File: config.mk
export PLATFORM = sky130hd
export DESIGN_NAME = exception_unit_flat
export DESIGN_NICKNAME = d
export VERILOG_FILES = /design/src/rtl/exception_unit_pkg.sv /design/src/rtl/exception_unit_if.sv /design/src/rtl/exception_unit_exc_priority_enc.sv /design/src/rtl/exception_unit.sv /design/src/flat_wrapper.sv
export SDC_FILE = /design/constraint.sdc
export NUM_CORES = 1
export LEC_CHECK = 0
export ABC_AREA = 1
export BUFFER_PORTS_ARGS = -buffer_cell sky130_fd_sc_hd__clkbuf_2
export CAP_MARGIN = 10
export CORE_ASPECT_RATIO = 0.6
export CORE_MARGIN = 2
export CORE_UTILIZATION = 43
export CTS_BUF_LIST = sky130_fd_sc_hd__clkbuf_4 sky130_fd_sc_hd__clkbuf_8 sky130_fd_sc_hd__clkbuf_16
export DETAILED_ROUTE_END_ITERATION = 12
export PLACE_DENSITY = 0.76
export SLEW_MARGIN = 20
export SYNTH_ARGS = -nofsm -noshare
export SYNTH_HDL_FRONTEND = slang
export SYNTH_HIERARCHICAL = 1
export SYNTH_SLANG_ARGS = --single-unit
File: constraint.sdc
create_clock -name clk -period 4.35 [get_ports clk]
set_clock_uncertainty 0.15 [all_clocks]
set_input_delay 0.87 -clock clk [delete_from_list [all_inputs] [get_ports clk]]
set_output_delay 0.87 -clock clk [all_outputs]
set_load 0.01 [all_outputs]
File: src/rtl/exception_unit_pkg.sv
// rtl/exception_unit_pkg.sv - shared constants and types for the MEM-stage exception arbiter
package exception_unit_pkg;

    localparam logic [31:0] EXC_NONE = 32'h0;
    localparam logic [31:0] EXC_INT  = 32'h1;
    localparam logic [31:0] EXC_ADEL = 32'h4;
    localparam logic [31:0] EXC_ADES = 32'h5;
    localparam logic [31:0] EXC_SYS  = 32'h8;
    localparam logic [31:0] EXC_BP   = 32'h9;
    localparam logic [31:0] EXC_RI   = 32'ha;
    localparam logic [31:0] EXC_OV   = 32'hc;
    localparam logic [31:0] EXC_TR   = 32'hd;
    localparam logic [31:0] EXC_ERET = 32'he;

    localparam int STATUS_IE_BIT  = 0;
    localparam int STATUS_EXL_BIT = 1;
    localparam int CAUSE_IP_HI    = 15;
    localparam int CAUSE_IP_LO    = 8;

    localparam logic [31:0] DEFAULT_EXC_VECTOR = 32'hBFC00380;
    localparam logic [4:0]  CP0_REG_STATUS     = 5'd12;
    localparam logic [4:0]  CP0_REG_CAUSE      = 5'd13;
    localparam logic [4:0]  CP0_REG_EPC        = 5'd14;

    typedef enum logic [1:0] {
        ST_IDLE  = 2'd0,
        ST_HOLD  = 2'd1,
        ST_DRAIN = 2'd2
    } exc_state_e;

    function automatic logic [31:0] cp0_forward(input logic        we,
                                                input logic [4:0]  waddr,
                                                input logic [4:0]  reg_addr,
                                                input logic [31:0] wdata,
                                                input logic [31:0] cur);
        return (we && (waddr == reg_addr)) ? wdata : cur;
    endfunction

endpackage

File: src/rtl/exception_unit_if.sv
// rtl/exception_unit_if.sv - MEM-stage exception inputs and CP0 commit outputs
interface exception_unit_if;

    logic        i_cache_stall;
    logic        inst_valid_i;
    logic [31:0] pc_i;
    logic        is_in_delayslot_i;
    logic        adel_if_i;
    logic        ri_i;
    logic        ov_i;
    logic        trap_i;
    logic        syscall_i;
    logic        break_i;
    logic        adel_mem_i;
    logic        ades_mem_i;
    logic        eret_i;
    logic [31:0] mem_addr_i;
    logic [31:0] status_i;
    logic [31:0] cause_i;
    logic [31:0] epc_i;
    logic        cp0_we_i;
    logic [4:0]  cp0_waddr_i;
    logic [31:0] cp0_wdata_i;

    logic [31:0] excepttype_o;
    logic [31:0] current_inst_addr_o;
    logic        is_in_delayslot_o;
    logic [31:0] bad_addr_o;
    logic        flush_o;
    logic [31:0] new_pc_o;
    logic        busy_o;

    modport master (
        output i_cache_stall, inst_valid_i, pc_i, is_in_delayslot_i,
               adel_if_i, ri_i, ov_i, trap_i, syscall_i, break_i,
               adel_mem_i, ades_mem_i, eret_i, mem_addr_i,
               status_i, cause_i, epc_i, cp0_we_i, cp0_waddr_i, cp0_wdata_i,
        input  excepttype_o, current_inst_addr_o, is_in_delayslot_o,
               bad_addr_o, flush_o, new_pc_o, busy_o
    );

    modport slave (
        input  i_cache_stall, inst_valid_i, pc_i, is_in_delayslot_i,
               adel_if_i, ri_i, ov_i, trap_i, syscall_i, break_i,
               adel_mem_i, ades_mem_i, eret_i, mem_addr_i,
               status_i, cause_i, epc_i, cp0_we_i, cp0_waddr_i, cp0_wdata_i,
        output excepttype_o, current_inst_addr_o, is_in_delayslot_o,
               bad_addr_o, flush_o, new_pc_o, busy_o
    );

endinterface

File: src/rtl/exception_unit_exc_priority_enc.sv
// rtl/exception_unit_exc_priority_enc.sv - combinational flag-to-cause encoder with BadVAddr select
module exc_priority_enc
    import exception_unit_pkg::*;
(
    input  logic        inst_valid,
    input  logic        int_pending,
    input  logic        adel_if,
    input  logic        ri,
    input  logic        ov,
    input  logic        trap,
    input  logic        syscall,
    input  logic        brk,
    input  logic        adel_mem,
    input  logic        ades_mem,
    input  logic        eret,
    input  logic [31:0] pc,
    input  logic [31:0] mem_addr,
    output logic [31:0] code,
    output logic [31:0] bad_addr
);

    always_comb begin
        code     = EXC_NONE;
        bad_addr = 32'h0;
        if (inst_valid) begin
            if (int_pending) begin
                code = EXC_INT;
            end else if (adel_if) begin
                code     = EXC_ADEL;
                bad_addr = pc;
            end else if (ri) begin
                code = EXC_RI;
            end else if (ov) begin
                code = EXC_OV;
            end else if (trap) begin
                code = EXC_TR;
            end else if (syscall) begin
                code = EXC_SYS;
            end else if (brk) begin
                code = EXC_BP;
            end else if (adel_mem) begin
                code     = EXC_ADEL;
                bad_addr = mem_addr;
            end else if (ades_mem) begin
                code     = EXC_ADES;
                bad_addr = mem_addr;
            end else if (eret) begin
                code = EXC_ERET;
            end
        end
    end

endmodule

File: src/rtl/exception_unit.sv
// rtl/exception_unit.sv - MEM-stage exception arbiter driving CP0 commit, flush and redirect
module exception_unit
    import exception_unit_pkg::*;
#(
    parameter logic [31:0] EXC_VECTOR      = DEFAULT_EXC_VECTOR,
    parameter logic [4:0]  CP0_STATUS_ADDR = CP0_REG_STATUS,
    parameter logic [4:0]  CP0_CAUSE_ADDR  = CP0_REG_CAUSE,
    parameter logic [4:0]  CP0_EPC_ADDR    = CP0_REG_EPC
)(
    input  logic              clk,
    input  logic              rst,
    exception_unit_if.slave   bus
);

    logic [31:0] eff_status;
    logic [31:0] eff_cause;
    logic [31:0] eff_epc;
    logic        int_pending;
    logic [31:0] dec_code;
    logic [31:0] dec_bad_addr;
    logic [31:0] dec_new_pc;
    logic        dec_hit;

    exc_state_e  state;
    exc_state_e  state_nx;
    logic        latch_en;

    logic [31:0] h_code;
    logic [31:0] h_pc;
    logic        h_ds;
    logic [31:0] h_bad_addr;
    logic [31:0] h_new_pc;

    // An mtc0 in the same instruction must be visible to its own exception check.
    assign eff_status = cp0_forward(bus.cp0_we_i, bus.cp0_waddr_i, CP0_STATUS_ADDR,
                                    bus.cp0_wdata_i, bus.status_i);
    assign eff_cause  = cp0_forward(bus.cp0_we_i, bus.cp0_waddr_i, CP0_CAUSE_ADDR,
                                    bus.cp0_wdata_i, bus.cause_i);
    assign eff_epc    = cp0_forward(bus.cp0_we_i, bus.cp0_waddr_i, CP0_EPC_ADDR,
                                    bus.cp0_wdata_i, bus.epc_i);

    assign int_pending = bus.inst_valid_i
                       & eff_status[STATUS_IE_BIT]
                       & ~eff_status[STATUS_EXL_BIT]
                       & (|(eff_cause[CAUSE_IP_HI:CAUSE_IP_LO] & eff_status[CAUSE_IP_HI:CAUSE_IP_LO]));

    logic unused_cp0_bits;
    assign unused_cp0_bits = ^{eff_status[31:16], eff_status[7:2],
                               eff_cause[31:16], eff_cause[7:0]};

    exc_priority_enc u_enc (
        .inst_valid  (bus.inst_valid_i),
        .int_pending (int_pending),
        .adel_if     (bus.adel_if_i),
        .ri          (bus.ri_i),
        .ov          (bus.ov_i),
        .trap        (bus.trap_i),
        .syscall     (bus.syscall_i),
        .brk         (bus.break_i),
        .adel_mem    (bus.adel_mem_i),
        .ades_mem    (bus.ades_mem_i),
        .eret        (bus.eret_i),
        .pc          (bus.pc_i),
        .mem_addr    (bus.mem_addr_i),
        .code        (dec_code),
        .bad_addr    (dec_bad_addr)
    );

    assign dec_hit    = (dec_code != EXC_NONE);
    assign dec_new_pc = (dec_code == EXC_ERET) ? eff_epc : EXC_VECTOR;
    assign latch_en   = (state == ST_IDLE) && dec_hit && bus.i_cache_stall;

    always_ff @(posedge clk) begin
        if (rst) begin
            state      <= ST_IDLE;
            h_code     <= 32'h0;
            h_pc       <= 32'h0;
            h_ds       <= 1'b0;
            h_bad_addr <= 32'h0;
            h_new_pc   <= 32'h0;
        end else begin
            state <= state_nx;
            if (latch_en) begin
                h_code     <= dec_code;
                h_pc       <= bus.pc_i;
                h_ds       <= bus.is_in_delayslot_i;
                h_bad_addr <= dec_bad_addr;
                h_new_pc   <= dec_new_pc;
            end
        end
    end

    always_comb begin
        state_nx                = state;
        bus.excepttype_o        = EXC_NONE;
        bus.current_inst_addr_o = 32'h0;
        bus.is_in_delayslot_o   = 1'b0;
        bus.bad_addr_o          = 32'h0;
        bus.flush_o             = 1'b0;
        bus.new_pc_o            = 32'h0;
        bus.busy_o              = 1'b0;
        case (state)
            ST_IDLE: begin
                if (dec_hit) begin
                    bus.excepttype_o        = dec_code;
                    bus.current_inst_addr_o = bus.pc_i;
                    bus.is_in_delayslot_o   = bus.is_in_delayslot_i;
                    bus.bad_addr_o          = dec_bad_addr;
                    if (bus.i_cache_stall) begin
                        state_nx = ST_HOLD;
                    end else begin
                        bus.flush_o  = 1'b1;
                        bus.new_pc_o = dec_new_pc;
                        state_nx     = ST_DRAIN;
                    end
                end
            end
            ST_HOLD: begin
                bus.excepttype_o        = h_code;
                bus.current_inst_addr_o = h_pc;
                bus.is_in_delayslot_o   = h_ds;
                bus.bad_addr_o          = h_bad_addr;
                bus.busy_o              = 1'b1;
                if (!bus.i_cache_stall) begin
                    bus.flush_o  = 1'b1;
                    bus.new_pc_o = h_new_pc;
                    state_nx     = ST_DRAIN;
                end
            end
            // Outputs stay zero for one cycle so CP0 cannot commit twice during the flush.
            ST_DRAIN: begin
                state_nx = ST_IDLE;
            end
            default: begin
                state_nx = ST_IDLE;
            end
        endcase
    end

endmodule

File: src/flat_wrapper.sv
// flat-port wrapper written by rule: the top's interface ports become plain ports
module exception_unit_flat import exception_unit_pkg::*;
#(
    parameter logic [31:0] EXC_VECTOR      = DEFAULT_EXC_VECTOR,
    parameter logic [4:0]  CP0_STATUS_ADDR = CP0_REG_STATUS,
    parameter logic [4:0]  CP0_CAUSE_ADDR  = CP0_REG_CAUSE,
    parameter logic [4:0]  CP0_EPC_ADDR    = CP0_REG_EPC
)
  (clk, rst, bus_i_cache_stall, bus_inst_valid_i, bus_pc_i, bus_is_in_delayslot_i, bus_adel_if_i, bus_ri_i, bus_ov_i, bus_trap_i, bus_syscall_i, bus_break_i, bus_adel_mem_i, bus_ades_mem_i, bus_eret_i, bus_mem_addr_i, bus_status_i, bus_cause_i, bus_epc_i, bus_cp0_we_i, bus_cp0_waddr_i, bus_cp0_wdata_i, bus_excepttype_o, bus_current_inst_addr_o, bus_is_in_delayslot_o, bus_bad_addr_o, bus_flush_o, bus_new_pc_o, bus_busy_o);
  exception_unit_if bus_i ();
  input  logic clk;
  input  logic rst;
  input wire logic [$bits(bus_i.i_cache_stall)-1:0] bus_i_cache_stall;
  input wire logic [$bits(bus_i.inst_valid_i)-1:0] bus_inst_valid_i;
  input wire logic [$bits(bus_i.pc_i)-1:0] bus_pc_i;
  input wire logic [$bits(bus_i.is_in_delayslot_i)-1:0] bus_is_in_delayslot_i;
  input wire logic [$bits(bus_i.adel_if_i)-1:0] bus_adel_if_i;
  input wire logic [$bits(bus_i.ri_i)-1:0] bus_ri_i;
  input wire logic [$bits(bus_i.ov_i)-1:0] bus_ov_i;
  input wire logic [$bits(bus_i.trap_i)-1:0] bus_trap_i;
  input wire logic [$bits(bus_i.syscall_i)-1:0] bus_syscall_i;
  input wire logic [$bits(bus_i.break_i)-1:0] bus_break_i;
  input wire logic [$bits(bus_i.adel_mem_i)-1:0] bus_adel_mem_i;
  input wire logic [$bits(bus_i.ades_mem_i)-1:0] bus_ades_mem_i;
  input wire logic [$bits(bus_i.eret_i)-1:0] bus_eret_i;
  input wire logic [$bits(bus_i.mem_addr_i)-1:0] bus_mem_addr_i;
  input wire logic [$bits(bus_i.status_i)-1:0] bus_status_i;
  input wire logic [$bits(bus_i.cause_i)-1:0] bus_cause_i;
  input wire logic [$bits(bus_i.epc_i)-1:0] bus_epc_i;
  input wire logic [$bits(bus_i.cp0_we_i)-1:0] bus_cp0_we_i;
  input wire logic [$bits(bus_i.cp0_waddr_i)-1:0] bus_cp0_waddr_i;
  input wire logic [$bits(bus_i.cp0_wdata_i)-1:0] bus_cp0_wdata_i;
  output wire logic [$bits(bus_i.excepttype_o)-1:0] bus_excepttype_o;
  output wire logic [$bits(bus_i.current_inst_addr_o)-1:0] bus_current_inst_addr_o;
  output wire logic [$bits(bus_i.is_in_delayslot_o)-1:0] bus_is_in_delayslot_o;
  output wire logic [$bits(bus_i.bad_addr_o)-1:0] bus_bad_addr_o;
  output wire logic [$bits(bus_i.flush_o)-1:0] bus_flush_o;
  output wire logic [$bits(bus_i.new_pc_o)-1:0] bus_new_pc_o;
  output wire logic [$bits(bus_i.busy_o)-1:0] bus_busy_o;
  assign bus_i.i_cache_stall = bus_i_cache_stall;
  assign bus_i.inst_valid_i = bus_inst_valid_i;
  assign bus_i.pc_i = bus_pc_i;
  assign bus_i.is_in_delayslot_i = bus_is_in_delayslot_i;
  assign bus_i.adel_if_i = bus_adel_if_i;
  assign bus_i.ri_i = bus_ri_i;
  assign bus_i.ov_i = bus_ov_i;
  assign bus_i.trap_i = bus_trap_i;
  assign bus_i.syscall_i = bus_syscall_i;
  assign bus_i.break_i = bus_break_i;
  assign bus_i.adel_mem_i = bus_adel_mem_i;
  assign bus_i.ades_mem_i = bus_ades_mem_i;
  assign bus_i.eret_i = bus_eret_i;
  assign bus_i.mem_addr_i = bus_mem_addr_i;
  assign bus_i.status_i = bus_status_i;
  assign bus_i.cause_i = bus_cause_i;
  assign bus_i.epc_i = bus_epc_i;
  assign bus_i.cp0_we_i = bus_cp0_we_i;
  assign bus_i.cp0_waddr_i = bus_cp0_waddr_i;
  assign bus_i.cp0_wdata_i = bus_cp0_wdata_i;
  assign bus_excepttype_o = bus_i.excepttype_o;
  assign bus_current_inst_addr_o = bus_i.current_inst_addr_o;
  assign bus_is_in_delayslot_o = bus_i.is_in_delayslot_o;
  assign bus_bad_addr_o = bus_i.bad_addr_o;
  assign bus_flush_o = bus_i.flush_o;
  assign bus_new_pc_o = bus_i.new_pc_o;
  assign bus_busy_o = bus_i.busy_o;
  exception_unit #(.EXC_VECTOR(EXC_VECTOR), .CP0_STATUS_ADDR(CP0_STATUS_ADDR), .CP0_CAUSE_ADDR(CP0_CAUSE_ADDR), .CP0_EPC_ADDR(CP0_EPC_ADDR)) u_core (.clk(clk), .rst(rst), .bus(bus_i));
endmodule
; After elaboration in Yosys (flattened, before gate mapping)
; Index checks and enable logic that the tools add are counted.
[totals]
wordCells = 72
input_bits = 212
out_inout_bits = 131
register_bits = 131
[classes]
muxes = 45
eq_ne = 7
n_bitwise = 5
reduce_logical = 9
[ops]
columns = op, n
row1 = $mux W32, 28
row2 = $pmux W32 S2, 4
row3 = $eq A32 B4 Y1 const B, 1
row4 = $mux W16, 2
row5 = $reduce_bool A32 Y1, 1
row6 = $eq A5 B4 Y1 const B, 3
row7 = $and A8 B8 Y8, 1
row8 = $reduce_or A8 Y1, 1
row9 = $mux W2, 3
row10 = $logic_and A1 B1 Y1, 5
row11 = $mux W1, 4
row12 = $mux W4, 1
row13 = $pmux W1 S2, 2
row14 = $pmux W2 S2, 1
row15 = $and A1 B1 Y1, 3
row16 = $eq A2 B1 Y1 const B, 1
row17 = $logic_not A2 Y1, 1
row18 = $ne A2 B1 Y1 const B, 1
row19 = $ne A2 B2 Y1 const B, 1
row20 = $reduce_and A2 Y1, 1
row21 = $not A1 Y1, 1

; Longest topological paths before layout
[logic_depth]
ltp_word = 16
ltp_mapped = 23
depth_no_buf = 21

; Hierarchy
; The synthesis kept the hierarchy.
[modules_own_cells]
columns = mod, area_each_um2, seq_area_each_um2, cells_per_inst, n_inst
row1 = exception_unit, 7940.1, 2622.5, 1376, 1
row2 = exc_priority_enc, 1184.9, 0.0, 237, 1

; Worst setup path before layout
; OpenSTA, ideal clock, no wires.
[synth_timing]
kind = input-to-output
from = in bus_cp0_waddr_i[1]
to = out bus_new_pc_o[0]
path_stages = 20
arrival_time_ns = 3.055
slack_ns = 0.275
required_ns = 3.330
path_buffers = 1
cell_sequence = inv_1 nand3_1 nor2_1 nand2_1 nand3_1 nand2_1 nor2_1 a21oi_1 inv_1 nand3_1 nor3_1 nor2_1 nand2_1 nor2_1 nand2_1 nor2_2 nor2_2 buf_2 nand2_1 o22ai_1
[synth_between]
elab_chain_len = 13
word_cells_on_any_way = 23
cone_classes = eq/ne (4) / mux (9) / bitwise (5) / reduce/logical (5)
[synth_rtl]
columns = item, line
row1 = "start, declared", flat_wrapper.sv:31  ; input wire logic [$bits(bus_i.cp0_waddr_i)-1:0] bus_cp0_waddr_i;
row2 = $eq A5 B4 Y1, exception_unit_pkg.sv:36  ; return (we && (waddr == reg_addr)) ? wdata : cur;
row3 = $logic_and A1 B1 Y1, exception_unit_pkg.sv:36
row4 = $mux W16, exception_unit_pkg.sv:36
row5 = $and A8 B8 Y8 (tied with other cells), exception_unit.sv:45  ; & (|(eff_cause[CAUSE_IP_HI:CAUSE_IP_LO] & eff_status[CAUSE_IP_HI:CAUSE_IP_LO]));
row6 = $reduce_or A8 Y1 or $and A1 B1 Y1 (tied branches), "exception_unit.sv:45, exception_unit.sv:44"
row7 = $and A1 B1 Y1 (*), exception_unit.sv:45
row8 = named net u_core.int_pending, exception_unit.sv:18  ; logic int_pending;
row9 = $mux W32 (*), exception_unit_exc_priority_enc.sv:26  ; if (int_pending) begin
row10 = $mux W32 (*), exception_unit_exc_priority_enc.sv:25  ; if (inst_valid) begin
row11 = named net u_core.dec_code[1], exception_unit.sv:19  ; logic [31:0] dec_code;
row12 = $eq A32 B4 Y1, exception_unit.sv:70  ; assign dec_new_pc = (dec_code == EXC_ERET) ? eff_epc : EXC_VECTOR;
row13 = $mux W32, exception_unit.sv:70
row14 = $mux W32, exception_unit.sv:109  ; if (bus.i_cache_stall) begin
row15 = $mux W32 (*), exception_unit.sv:104  ; if (dec_hit) begin
row16 = $pmux W32 S2 (*), exception_unit.sv:102  ; case (state)
row17 = "end, declared", flat_wrapper.sv:38  ; output wire logic [$bits(bus_i.new_pc_o)-1:0] bus_new_pc_o;
; The timed path passes the listed nets; every way through them passes the cells marked *.

; Worst setup path in the final report
[layout_timing]
from = in bus_cp0_waddr_i[1]
to = out bus_new_pc_o[7]
; The elaborated chain is that of the path after synthesis.

==> run_results.csv <==
group,metric,value,unit
die,io_pins,343,
run_status,status,"finished, violations left",
final_layout,post-route-util,0.608,
die,start_util,0.436,
clocking,cts_tree,"yes",
setup_path,path_max_fanout,12,
clocking,cts_buffers,17,
setup_path,slowest_delay,0.29,ns
sta,tns,-6.04,ns
setup_path,crit_family,"buffers and inverters",
yosys,yosys.area.top_type_share,0.287,
routing,drc,0,
global_route,grt_pass1_vias,9763,
sta,drv_slew,0,
setup_path,timing.critical_path.buf_inv,9,
final_layout,final_nets,2115,
yosys,synth_compound_area_frac,0.116,
run,max_cap_viol_count,0,
yosys,synth.distinct_cells,29,
global_route,antenna_found_initial,0,
yosys,muxShareOfSynthArea,0,
routing,via_per_inst,5.01,
yosys,syn_inst,1613,
sta,max_freq,0.222,GHz
final_layout,area_growth,39.5,%
clocking,cts.sinks,131,
die,core_area,20900,sq um
setup_path,cpMaxStageDelayCell,"a21oi_1",
yosys,seq_area_frac_synth,0.287,
power,ir_drop,0.266,mV
final_layout,layout_common_cells,"nand2_1 (396), inv_1 (296), clkbuf_2 (240)",
routing,drt_iter0_markers,1005,
yosys,netlist_area,9130,sq um
sta,fin_ws,-0.150,ns
routing,ant_nets,0,
routing,first_pass_iters,5,
clocking,cts_root_buffer,"clkbuf_16",
run_status,violations,"negative setup slack",
setup_path,critPathCaptureType,"output port",
placed_design,io_buffers,296,
global_route,grt_max_degree,111,
sta,period_needed,4.50,ns
sta,worst_hold_slack,0.370,ns
clocking,cts_hold_buf,0,
yosys,synthTopCellsByArea,"dfxtp_1 (29%), nand2_1 (18%), inv_1 (12%)",
sta,rsz0062_at_grt,"yes",
yosys,synth_top_family_by_area,"simple AND/OR/NAND/NOR gates",
clocking,clock_latency,0.42,ns
final_layout,final_common_cell,"nand2_1",
yosys,synth_seq_cells,131,
worst_hold_path,hp-class,"reg -> reg",
final_layout,diodes,0,
setup_path,critPathLaunchType,"primary input",
routing,vias,10993,
global_route,grt-ovfl-total,0,
yosys,yosys.area_share.xor_xnor,0,
clocking,clockBufferDepth,2,
power,p_leak,0.00688,uW
yosys,synth_warnings,6,
clocking,htree_levels,4,
die,die_h,117,um
clocking,clk_pin_slew,0.06,ns
sta,worstMarginPinSlew,1.16,ns
setup_path,cp.arrival,3.48,ns
setup_path,path_cells,"buf_8, buf_6, nor2_4, nand2_2, buf_6, nand2_2, nand3_2, nand2_2, nor2_2, a21oi_2, inv_2, a21oi_1, inv_1, nand4_1, nor2_2, buf_4, buf_4, buf_4, nand4_1, nand2_1, o21ai_0, clkbuf_2",
die,die_area,22400,sq um
yosys,syn_avg_cell_area,5.66,sq um
placed_design,hpwl,20.7,mm
routing,wl_per_cell,14.9,um
setup_path,required,3.33,ns
global_route,grtUsageTotal,0.271,
yosys,synth-simple-area-share,0.392,
die,num_rows,41,
die,die_x,192,um
sta,relSlewSlack,0.223,
setup_path,criticalPathCategory,"in -> out",
power,power.density,322,nW/um^2
yosys,synth-adder-area-share,0,
global_route,grt_pass1_wl,48.2,mm
sta,min_period_over_period,1.03,
sta,hold_viol_final,0,
yosys,yosysTopAreaCell,"dfxtp_1",
final_layout,layout-drive-gt1-share,0.298,
sta,setup_viol,94,
routing,drt-total-wl,32.8,mm
placed_design,place_congestion,0.955,
cells in the mapped netlist:
cell,instances
nand2_1,442
inv_1,300
nor2_1,240
nand3_1,135
dfxtp_1,131
o22ai_1,98
buf_2,38
buf_4,38
a21oi_1,36
clkbuf_1,34
o21ai_0,21
buf_1,15
and2_1,13
nand4_1,12
o21ai_1,12
nand2_2,11
a21oi_2,10
nor2_2,7
buf_6,5
inv_2,5
nand2_4,2
a31oi_1,1
clkinv_2,1
conb_1,1
nand3_2,1
nor2_4,1
nor2_8,1
nor3_1,1
o211ai_1,1
cell type report:
cell class | instances | area (sq um)
Clock inverter | 12 | 154
Fill cell | 1996 | 8200
Tap cell | 279 | 349
Clock buffer | 20 | 460
Inverter | 306 | 1160
Multi-Input combinational cell | 1073 | 5480
Sequential cell | 131 | 2620
Timing Repair Buffer | 374 | 2510
through the flow:
| stage | total power, uW | instance area, sq um | instances | setup WS [ns] |
|---|---|---|---|---|
| 6_report | 4110 | 12700 | 2195 | -0.150 |
| 5_1_grt | 4320 | 12700 | 2195 | -0.339 |
| 4_1_cts | 3920 | 11600 | 2173 | -0.0224 |
| 3_5_place_dp | 2400 | 10800 | 2135 | -0.297 |
| 3_3_place_gp | 2370 | 10800 | 2135 | -0.225 |
| 2_1_floorplan | 2070 | 9230 | 1640 | 0.275 |
worst paths after layout:
check                           depth (start not counted)          startpoint  slack, ns            endpoint
worst max-delay path                                   22  bus_cp0_waddr_i[1]      -0.15     bus_new_pc_o[7]
worst min-delay path                                    4  u_core/h_new_pc[8]       0.37  u_core/h_new_pc[8]
worst max register to register                          8     u_core/state[1]       1.66    u_core/h_code[5]
worst min register to register                          4  u_core/h_new_pc[8]       0.37  u_core/h_new_pc[8]
cells by family after synthesis:
kind of cell,Yosys count
other,1
and+or+nand+nor,866
DFF,131
buffers and inverters,436
AOI/OAI and AO/OA,179
what timing repair did:
| action | in CTS | in global routing |
|---|---|---|
| setup buffers | 6 | 11 |
| endpoints found under the setup margin | 97 | 98 |
| cloned | 0 | 12 |
| pin swaps | 13 | 34 |
| gates resized for setup | 40 | 249 |
state kept, by name, indices dropped and copies added, names as in the netlist:
| name | count |
|---|---|
| u_core/h_ds | 1 |
| u_core/h_bad_addr | 32 |
| u_core/h_code | 32 |
| u_core/state | 2 |
| u_core/h_pc | 32 |
| u_core/h_new_pc | 32 |
power breakdown:
group	switching (uW)	total [uW]	internal, uW	leakage (uW)
Clock	572	1510	939	0.000296
Combinational	775	1250	479	0.00550
Sequential	28.0	1340	1310	0.00108
Total	1370	4110	2730	0.00688
routing by layer:
| metal | track usage | share of wire | up-vias | routed length (um) |
|---|---|---|---|---|
| li1 | - | - | 5436 | - |
| met1 | 0.376 | 0.45 | 5025 | 14800 |
| met2 | 0.429 | 0.44 | 480 | 14300 |
| met3 | 0.0596 | 0.095 | 52 | 3110 |
| met4 | 0.0707 | 0.018 | 0 | 603 |
| met5 | 0 | 0 | - | 0 |
worst reg2reg max path, cell delays in order, from the launching register on:
cell     delay [ns]
dfxtp_1        0.31
nor2_1         0.43
inv_2          0.41
nor2_4         0.23
buf_4          0.13
buf_4          0.52
nand3_1        0.23
nand2_1        0.10
nor2_1         0.05
Power figures use the tool's default switching activity.
